**config.mk**
```make
export PLATFORM = sky130hd
export DESIGN_NAME = admo_alu_issue
export DESIGN_NICKNAME = d
export VERILOG_FILES = /design/src/rtl/admo_alu_issue_pkg.sv /design/src/rtl/admo_alu_issue_decode.sv /design/src/rtl/admo_alu_issue.sv
export SDC_FILE = /design/constraint.sdc
export NUM_CORES = 1
export LEC_CHECK = 0
export CORE_ASPECT_RATIO = 1.5
export CORE_MARGIN = 1
export CORE_UTILIZATION = 50
export DETAILED_ROUTE_END_ITERATION = 10
export DONT_BUFFER_PORTS = 1
export PLACE_DENSITY_LB_ADDON = 0.12
export SYNTH_ARGS = -nofsm -noshare
export SYNTH_HDL_FRONTEND = slang
export SYNTH_HIERARCHICAL = 1
export SYNTH_SLANG_ARGS = --single-unit
```
**constraint.sdc**
```tcl
create_clock -name clk_i -period 8.2 [get_ports clk_i]
set_clock_uncertainty 0.2 [all_clocks]
set_input_delay 0.82 -clock clk_i [delete_from_list [all_inputs] [get_ports clk_i]]
set_output_delay 0.82 -clock clk_i [all_outputs]
set_load 0.01 [all_outputs]
```
**src/rtl/admo_alu_issue_pkg.sv**
```systemverilog
// Shared defines for the ADMO ALU issue unit: widths, RV32I opcodes and ALU operator codes.
// ALU operator code is {funct7[5], funct3}; bit 3 distinguishes SUB from ADD and SRA from SRL.
package admo_alu_issue_pkg;

    localparam int DATA_WIDTH = 32;
    localparam int OP_WIDTH   = 4;
    localparam int REG_WIDTH  = 5;

    typedef logic [OP_WIDTH-1:0] alu_op_t;

    localparam alu_op_t ALU_ADD = 4'b0000;
    localparam alu_op_t ALU_SUB = 4'b1000;
    localparam alu_op_t ALU_SLL = 4'b0001;
    localparam alu_op_t ALU_LTS = 4'b0010;
    localparam alu_op_t ALU_LTU = 4'b0011;
    localparam alu_op_t ALU_XOR = 4'b0100;
    localparam alu_op_t ALU_SRL = 4'b0101;
    localparam alu_op_t ALU_SRA = 4'b1101;
    localparam alu_op_t ALU_OR  = 4'b0110;
    localparam alu_op_t ALU_AND = 4'b0111;

    localparam logic [6:0] OPC_OP     = 7'b0110011;
    localparam logic [6:0] OPC_OP_IMM = 7'b0010011;
    localparam logic [6:0] OPC_LUI    = 7'b0110111;
    localparam logic [6:0] OPC_AUIPC  = 7'b0010111;

    // One buffered entry: {operand_a, operand_b, operator, rd, rd_we}.
    function automatic int payload_width(input int data_width);
        return 2 * data_width + OP_WIDTH + REG_WIDTH + 1;
    endfunction

    localparam int PAYLOAD_W = payload_width(DATA_WIDTH);

endpackage

```
**src/rtl/admo_alu_issue_decode.sv**
```systemverilog
// Combinational RV32I integer decoder producing ALU operands, operator, rd and an illegal flag.
// Optional macro ADMO_ALU_ISSUE_LTU_EN enables SLTU/SLTIU; otherwise funct3 011 is illegal.
module admo_alu_issue_decode
    import admo_alu_issue_pkg::*;
#(
    parameter int DATA_WIDTH = admo_alu_issue_pkg::DATA_WIDTH
) (
    input  logic [31:0]           instr,
    input  logic [31:0]           pc,
    input  logic [DATA_WIDTH-1:0] rs1_data,
    input  logic [DATA_WIDTH-1:0] rs2_data,
    output logic [DATA_WIDTH-1:0] operand_a,
    output logic [DATA_WIDTH-1:0] operand_b,
    output alu_op_t               operator,
    output logic [REG_WIDTH-1:0]  rd,
    output logic                  rd_we,
    output logic                  illegal
);

`ifdef ADMO_ALU_ISSUE_LTU_EN
    localparam bit LTU_EN = 1'b1;
`else
    localparam bit LTU_EN = 1'b0;
`endif

    logic [6:0] opcode;
    logic [2:0] funct3;
    logic [6:0] funct7;

    assign opcode = instr[6:0];
    assign funct3 = instr[14:12];
    assign funct7 = instr[31:25];
    assign rd     = instr[11:7];

    always_comb begin
        operand_a = '0;
        operand_b = '0;
        operator  = ALU_ADD;
        illegal   = 1'b0;

        case (opcode)
            OPC_OP: begin
                operand_a = rs1_data;
                operand_b = rs2_data;
                operator  = {instr[30], funct3};
                if (funct7 == 7'b0000000) begin
                    illegal = 1'b0;
                end else if (funct7 == 7'b0100000 && (funct3 == 3'b000 || funct3 == 3'b101)) begin
                    illegal = 1'b0;
                end else begin
                    illegal = 1'b1;
                end
            end
            OPC_OP_IMM: begin
                operand_a = rs1_data;
                operand_b = DATA_WIDTH'($signed(instr[31:20]));
                operator  = {1'b0, funct3};
                // Shifts reuse the upper immediate bits as funct7; only bit 30 may be set, and only for SRAI.
                if (funct3 == 3'b001) begin
                    operand_b = DATA_WIDTH'(instr[24:20]);
                    illegal   = (funct7 != 7'b0000000);
                end else if (funct3 == 3'b101) begin
                    operand_b = DATA_WIDTH'(instr[24:20]);
                    operator  = {instr[30], funct3};
                    illegal   = (funct7 != 7'b0000000) && (funct7 != 7'b0100000);
                end
            end
            OPC_LUI: begin
                operand_b = DATA_WIDTH'($signed({instr[31:12], 12'b0}));
            end
            OPC_AUIPC: begin
                operand_a = DATA_WIDTH'(pc);
                operand_b = DATA_WIDTH'($signed({instr[31:12], 12'b0}));
            end
            default: begin
                illegal = 1'b1;
            end
        endcase

        if (!LTU_EN && funct3 == 3'b011 && (opcode == OPC_OP || opcode == OPC_OP_IMM)) begin
            illegal = 1'b1;
        end

        rd_we = !illegal && (rd != '0);
    end

endmodule

```
**src/rtl/admo_alu_issue.sv**
```systemverilog
// Execute-stage issue unit: decodes into a two-entry skid buffer feeding the ALU operand port.
// Upstream ready is a flop so the accept path never depends on downstream ready.
module admo_alu_issue
    import admo_alu_issue_pkg::*;
#(
    parameter int DATA_WIDTH = admo_alu_issue_pkg::DATA_WIDTH
) (
    input  logic                  clk_i,
    input  logic                  rst_i,
    input  logic                  flush_i,
    input  logic                  in_valid_i,
    output logic                  in_ready_o,
    input  logic [31:0]           instr_i,
    input  logic [31:0]           pc_i,
    input  logic [DATA_WIDTH-1:0] rs1_data_i,
    input  logic [DATA_WIDTH-1:0] rs2_data_i,
    output logic                  out_valid_o,
    input  logic                  out_ready_i,
    output logic [DATA_WIDTH-1:0] operand_a_o,
    output logic [DATA_WIDTH-1:0] operand_b_o,
    output logic [OP_WIDTH-1:0]   operator_o,
    output logic [REG_WIDTH-1:0]  rd_o,
    output logic                  rd_we_o,
    output logic                  illegal_o
);

    localparam int PW = payload_width(DATA_WIDTH);

    localparam logic [1:0] ST_EMPTY = 2'd0;
    localparam logic [1:0] ST_ONE   = 2'd1;
    localparam logic [1:0] ST_TWO   = 2'd2;

    logic [1:0]            state_q;
    logic                  in_ready_q;
    logic                  illegal_q;
    logic [PW-1:0]         main_q;
    logic [PW-1:0]         skid_q;

    logic [DATA_WIDTH-1:0] dec_a;
    logic [DATA_WIDTH-1:0] dec_b;
    alu_op_t               dec_op;
    logic [REG_WIDTH-1:0]  dec_rd;
    logic                  dec_we;
    logic                  dec_illegal;
    logic [PW-1:0]         dec_payload;

    logic                  accept;
    logic                  push;
    logic                  pop;

    admo_alu_issue_decode #(
        .DATA_WIDTH (DATA_WIDTH)
    ) u_decode (
        .instr     (instr_i),
        .pc        (pc_i),
        .rs1_data  (rs1_data_i),
        .rs2_data  (rs2_data_i),
        .operand_a (dec_a),
        .operand_b (dec_b),
        .operator  (dec_op),
        .rd        (dec_rd),
        .rd_we     (dec_we),
        .illegal   (dec_illegal)
    );

    assign dec_payload = {dec_a, dec_b, dec_op, dec_rd, dec_we};

    assign accept = in_valid_i && in_ready_q;
    assign push   = accept && !dec_illegal;
    assign pop    = out_valid_o && out_ready_i;

    // Illegal instructions complete the handshake but never enter the buffer.
    always_ff @(posedge clk_i) begin
        if (rst_i) begin
            state_q    <= ST_EMPTY;
            in_ready_q <= 1'b1;
            illegal_q  <= 1'b0;
            main_q     <= '0;
            skid_q     <= '0;
        end else if (flush_i) begin
            state_q    <= ST_EMPTY;
            in_ready_q <= 1'b1;
            illegal_q  <= 1'b0;
        end else begin
            illegal_q <= accept && dec_illegal;
            case (state_q)
                ST_EMPTY: begin
                    if (push) begin
                        main_q  <= dec_payload;
                        state_q <= ST_ONE;
                    end
                end
                ST_ONE: begin
                    if (push && pop) begin
                        main_q <= dec_payload;
                    end else if (push) begin
                        skid_q     <= dec_payload;
                        state_q    <= ST_TWO;
                        in_ready_q <= 1'b0;
                    end else if (pop) begin
                        state_q <= ST_EMPTY;
                    end
                end
                ST_TWO: begin
                    if (pop) begin
                        main_q     <= skid_q;
                        state_q    <= ST_ONE;
                        in_ready_q <= 1'b1;
                    end
                end
                default: begin
                    state_q    <= ST_EMPTY;
                    in_ready_q <= 1'b1;
                end
            endcase
        end
    end

    assign in_ready_o  = in_ready_q;
    assign out_valid_o = (state_q != ST_EMPTY);
    assign illegal_o   = illegal_q;
    assign {operand_a_o, operand_b_o, operator_o, rd_o, rd_we_o} = main_q;

endmodule

```
=== Word level (Yosys, flattened, before mapping) ===
Index checks and enable logic that the tools add are counted.

* Multiplexer cells: 27
* Equality and inequality tests: 17
* Bitwise logic cells: 3
* Reduce and logical (&&, ||, !) cells: 26

{| class="wikitable"
|+ Operators by type and width
! cell !! count
|-
| $mux W74 || 3
|-
| $pmux W74 S3 || 1
|-
| $pmux W32 S3 || 1
|-
| $mux W32 || 2
|-
| $pmux W32 S2 || 1
|-
| $eq A7 B6 Y1 const B || 3
|-
| $eq A7 B5 Y1 const B || 2
|-
| $reduce_and A4 Y1 || 3
|-
| $mux W2 || 5
|-
| $ne A2 B2 Y1 const B || 5
|-
| $logic_and A1 B1 Y1 || 9
|-
| $mux W1 || 8
|-
| $mux W4 || 2
|-
| $pmux W4 S2 || 1
|-
| $logic_not A7 Y1 || 1
|-
| $ne A7 B6 Y1 const B || 1
|-
| $reduce_bool A7 Y1 || 1
|-
| $pmux W1 S3 || 2
|-
| $pmux W2 S3 || 1
|-
| $reduce_or A2 Y1 || 3
|-
| $reduce_and A5 Y1 || 1
|-
| $reduce_bool A5 Y1 || 1
|-
| $eq A3 B1 Y1 const B || 1
|-
| $eq A3 B2 Y1 const B || 1
|-
| 11 further kinds || 14
|}

* Logic and storage cells: 78
* Output and inout bits: 77
* Flip-flop bits (word level): 152

=== Depth between registers and ports, before layout ===
* Depth in word-level cells: 12
* Mapped depth: 11
* Mapped depth without buffers: 8

=== Modules after synthesis ===
The synthesis kept the hierarchy.

{| class="wikitable"
|+ Modules (own cells, without submodules)
! module !! area an instance (um^2) !! cells each !! instances
|-
| admo_alu_issue || 6,371.1 || 687 || 1
|-
| admo_alu_issue_decode || 1,009.7 || 134 || 1
|}

=== Worst setup path before layout ===
No wires, ideal clock.

* Path kind: input -> register
* From: in instr_i[31]
* To: reg skid_q[13]
* Cell stages on the path: 10
* Arrival time: 2.997 ns
* Path slack: 4.871 ns
* Path buffers: 2
* Library setup time: 0.132 ns
* Path through: or4_1 a2111oi_1 nor4_1 or2_1 nand3b_1 or4_1 buf_2 buf_2 nand2_1 a21oi_1

* Word-level cells in the longest chain between the ends: 11

{| class="wikitable"
|+ RTL lines
! what !! RTL line !! RTL
|-
| from (decl) || admo_alu_issue.sv:13 || <nowiki>input logic [31:0] instr_i,</nowiki>
|-
| $ne A7 B6 Y1, or another cell as far along || admo_alu_issue_decode.sv:65 || <nowiki>illegal = (funct7 != 7'b0000000) && (funct7 != 7'b0100000);</nowiki>
|-
| $logic_and A1 B1 Y1, on equally long branches || admo_alu_issue_decode.sv:65, admo_alu_issue_decode.sv:48 ||
|-
| $mux W1, on equally long branches || admo_alu_issue_decode.sv:62, admo_alu_issue_decode.sv:48 ||
|-
| $mux W1, on equally long branches || admo_alu_issue_decode.sv:59, admo_alu_issue_decode.sv:46 ||
|-
| $pmux W1 S3 (*) || admo_alu_issue_decode.sv:41 || <nowiki>case (opcode)</nowiki>
|-
| $mux W1 (*) || admo_alu_issue_decode.sv:80 || <nowiki>if (!LTU_EN && funct3 == 3'b011 && (opcode == OPC_OP || opcode == OPC_OP_IMM)) begin</nowiki>
|-
| net dec_illegal || admo_alu_issue.sv:44 || <nowiki>logic dec_illegal;</nowiki>
|-
| $logic_not A1 Y1 (*) || admo_alu_issue.sv:69 || <nowiki>assign push = accept && !dec_illegal;</nowiki>
|-
| $logic_and A1 B1 Y1 (*) || admo_alu_issue.sv:69 ||
|-
| $logic_and A1 B1 Y1 || admo_alu_issue.sv:94 || <nowiki>if (push && pop) begin</nowiki>
|-
| $not A1 Y1 (no source line) || - ||
|-
| $reduce_and A4 Y1 (no source line) (*) || - ||
|-
| to (signal assigned) || admo_alu_issue.sv:97 || <nowiki>skid_q <= dec_payload;</nowiki>
|-
| to (decl) || admo_alu_issue.sv:37 || <nowiki>logic [PW-1:0] skid_q;</nowiki>
|}

The timed path passes the listed nets; every way through them passes the cells marked *.
A chain may end at the register's enable or synchronous reset.

=== Worst setup path after layout ===
* From: in instr_i[31]
* To: reg skid_q[8]

Same word-level chain as after synthesis.

==> impl_metrics.csv <==
group,metric,value,unit
power_and_ir_drop,p_per_area,195,nW/µm²
sta,finalSetupViolations,0,
grt,grt_pass1_wl,28700,µm
synth,dominantRegCellSynth,"dfxtp_1",
synth,yosysWarnings,6,
critical_path,cp.required,8.29,ns
route,dr.pass1.iters,5,
place,portBuffers,0,
critical_path,cp-end-kind,"flop",
hold_path,holdPathStages,2,
place,preCtsSetupSlack,3.87,ns
place,dp_cells,937,
final_layout,stdcell_count,969,
route,met2_wirelength,9450,µm
synth,synthMuxAreaShare,10.9,%
sta,tightest_slew,1.15,ns
synth,yosys.area.top_type,"dfxtp_1",
power_and_ir_drop,power_leakage,2.88,nW
floorplanning,start_util,51.0,%
synth,synth_compound_area_share,29.2,%
sta,period_minus_slack,3.93,ns
floorplanning,die_area,15300,µm²
route,wl_per_cell,19.3,µm
synth,ys_top_cells_by_area,"dfxtp_1, mux2i_1, a21oi_1",
sta,maxSlewViolCount,0,
sta,finalHoldViolCount,0,
clock_network,cts-resized-gates,0,
critical_path,path_class,"primary input to flop",
synth,synth-seq-cells,152,
synth,synth_edf_count,0,
hold_path,holdPathEnd,"skid_q[55]$_SDFFE_PP0P_",
critical_path,critPathLaunch,"instr_i[31]",
floorplanning,fp.coreArea,14500,µm²
critical_path,r2r-end,"skid_q[8]$_SDFFE_PP0P_",
critical_path,crit_cells,9,
clock_network,numCtsBuffers,17,
clock_network,ctsHoldBuffers,0,
synth,syn_area_per_cell,8.99,µm²
synth,yosysTopAreaCellShare,41.2,%
hold_path,hold_class,"flop to flop",
clock_network,clk_path_buf_depth,2,
final_layout,final_nets,893,
route,route.detailed.drc,0,
critical_path,slowest_stage,"or4_2",
clock_network,clk_latency,0.40,ns
critical_path,path_cells,"or4_1, a2111oi_1, nor4_1, or2_1, nand3b_1, or4_2, buf_4, nand2_1, a21oi_1",
sta,max_freq,0.255,GHz
place,gp_congestion,0.774,
route,ant_nets,0,
final_layout,drive_above_1_share,14.9,%
synth,synth-simple-area-share,12.2,%
route,wl,18800,µm
grt,overflow,0,
place,dp_hpwl,12000,µm
clock_network,htreeDepth,4,
grt,antenna_found_initial,0,
power_and_ir_drop,peakVddDrop,0.115,mV
critical_path,start_kind,"primary input",
critical_path,crit_fanout,38,
synth,synthAdderAreaFrac,0,%
hold_path,min_from,"skid_q[55]$_SDFFE_PP0P_",
sta,finalCritPeriodShare,47.9,%
sta,tns,0,ns
synth,synth-xor-area-share,0.119,%
floorplanning,die_y,151,µm
critical_path,r2r_setup_slack,5.55,ns
floorplanning,pin_count,210,
route,vias_per_cell,6.06,
synth,yosysSeqAreaShare,41.2,%
sta,hold_slack,0.249,ns
route,wl_met3,1280,µm
critical_path,crit_buf_inv,1,
critical_path,cpPeakStageDelay,1.00,ns
route,dr_total_vias,5868,
final_layout,diodes,0,
clock_network,cts_root_buf,"clkbuf_16",
critical_path,cp.arrival,4.02,ns
route,drt-initial-drc-count,289,
critical_path,worst-r2r-cell-count,5,
synth,synth_area,7380,µm²
clock_network,clk_pin_slew,0.06,ns
critical_path,r2r_start,"in_ready_o$_SDFFE_PP1P_",
final_layout,fillers,1376,
clock_network,cts.sinks,152,
sta,layout_setup_ws,4.27,ns
floorplanning,placementRows,54,
clock_network,cts_tree,"built",
grt,grt_max_degree,152,
sta,maxSlewHeadroom,23.2,%
synth,synth_top_family_by_area,"compound AO/OA/AOI/OAI gates",
sta,rsz0062_at_grt,"no",
clock_network,post-cts-setup-buffers,0,
synth,ys_types,46,
power_and_ir_drop,power,1.53,mW
route,highest-signal-layer,"met4",
floorplanning,dieWidth,101,µm
synth,syn_nets,954,
route,drt-met1-wl,7820,µm
grt,grt_pass1_vias,5436,
final_layout,area_growth,6.70,%
synth,synthCells,821,
critical_path,crit_family,"simple AND/OR/NAND/NOR gates",
synth,async_reset_ff_share,0,%
status,outcome,"complete, no violations",
flow_run,maxCapViolations,0,
grt,track_usage,24.4,%
## cell families after synthesis
group / count (synthesis)
AO/OA/AOI/OAI: 292
XOR/XNOR: 1
buffers and inverters: 91
flip-flops: 152
multiplexers: 80
AND/OR/NAND/NOR: 205
## metal layers
layer | vias to the layer above | GRT usage [%]
li1 | 2851 | -
met1 | 2777 | 30.6
met2 | 228 | 41.1
met3 | 12 | 6.46
met4 | 0 | 6.52
met5 | - | 0
## synth_stat cells (all sizes together), types with 2 or more instances
cell and count:
nor3 3, or2 2, a2111oi 2, nor2b 2, nand2 157, a211oi 74, nand3 2, nor4 2
or4 3, clkbuf 28, buf 61, nand2b 4, a21oi 156, o21ai 2, a221o 20, inv 2
a22o 32, nor2 14, mux2i 79, nand3b 7, and2 4, dfxtp 152
## cell type report
| type | instances | area (µm²) | share of cell area (%) |
|---|---|---|---|
| well taps | 196 | 245 | 3.11 |
| multi-input cells | 578 | 3920 | 49.8 |
| clock buffers | 21 | 480 | 6.10 |
| inverters | 2 | 7.51 | 0.0953 |
| clock inverters | 11 | 110 | 1.40 |
| repair buffers | 9 | 67.6 | 0.858 |
| flip-flops and latches | 152 | 3040 | 38.6 |
## stage by stage
step	instance area (µm²)	util (%)
after global routing	7880	54.5
after global placement	7280	50.4
after detailed placement	7280	50.4
after CTS	7880	54.5
after floorplan	7380	-
final	7880	54.5
## flip-flops by register name, summed over array words and instances, names as in the netlist
register    count
in_ready_o      1
main_q         74
state_q         2
skid_q         74
illegal_o       1
## layout by cell type, fill, tap and decap left out, types with 2 or more instances in the layout
cell type / count
a211oi_1: 24
a211oi_2: 50
a21oi_1: 155
a221o_1: 10
a221o_2: 10
a22o_1: 32
and2_1: 3
buf_4: 9
clkbuf_16: 17
clkbuf_8: 4
clkinvlp_4: 6
dfxtp_1: 152
inv_6: 3
mux2i_1: 79
nand2_1: 157
nand2b_1: 3
nand3_1: 2
nand3b_1: 7
nor2_1: 14
nor3_4: 2
or4_1: 2
## tightest hold or removal path, cell delays in order, from the launching register on
cell     delay (ns)
dfxtp_1        0.30
nand2_1        0.05
a21oi_1        0.05
## worst max path at each step
stage | end | slack [ns]
floorplan | skid_q[13]$_SDFFE_PP0P_ | 4.87
global placement | skid_q[25]$_SDFFE_PP0P_ | 4.01
detailed placement | skid_q[13]$_SDFFE_PP0P_ | 3.87
CTS | skid_q[8]$_SDFFE_PP0P_ | 4.31
global route | skid_q[6]$_SDFFE_PP0P_ | 4.07
finish | skid_q[8]$_SDFFE_PP0P_ | 4.27
## where the power goes
group | switching, mW | internal, mW
clock network | 0.310 | 0.453
registers | 0.00268 | 0.741
logic | 0.0135 | 0.0120
total | 0.327 | 1.21
(Power assumes the default switching activity.)
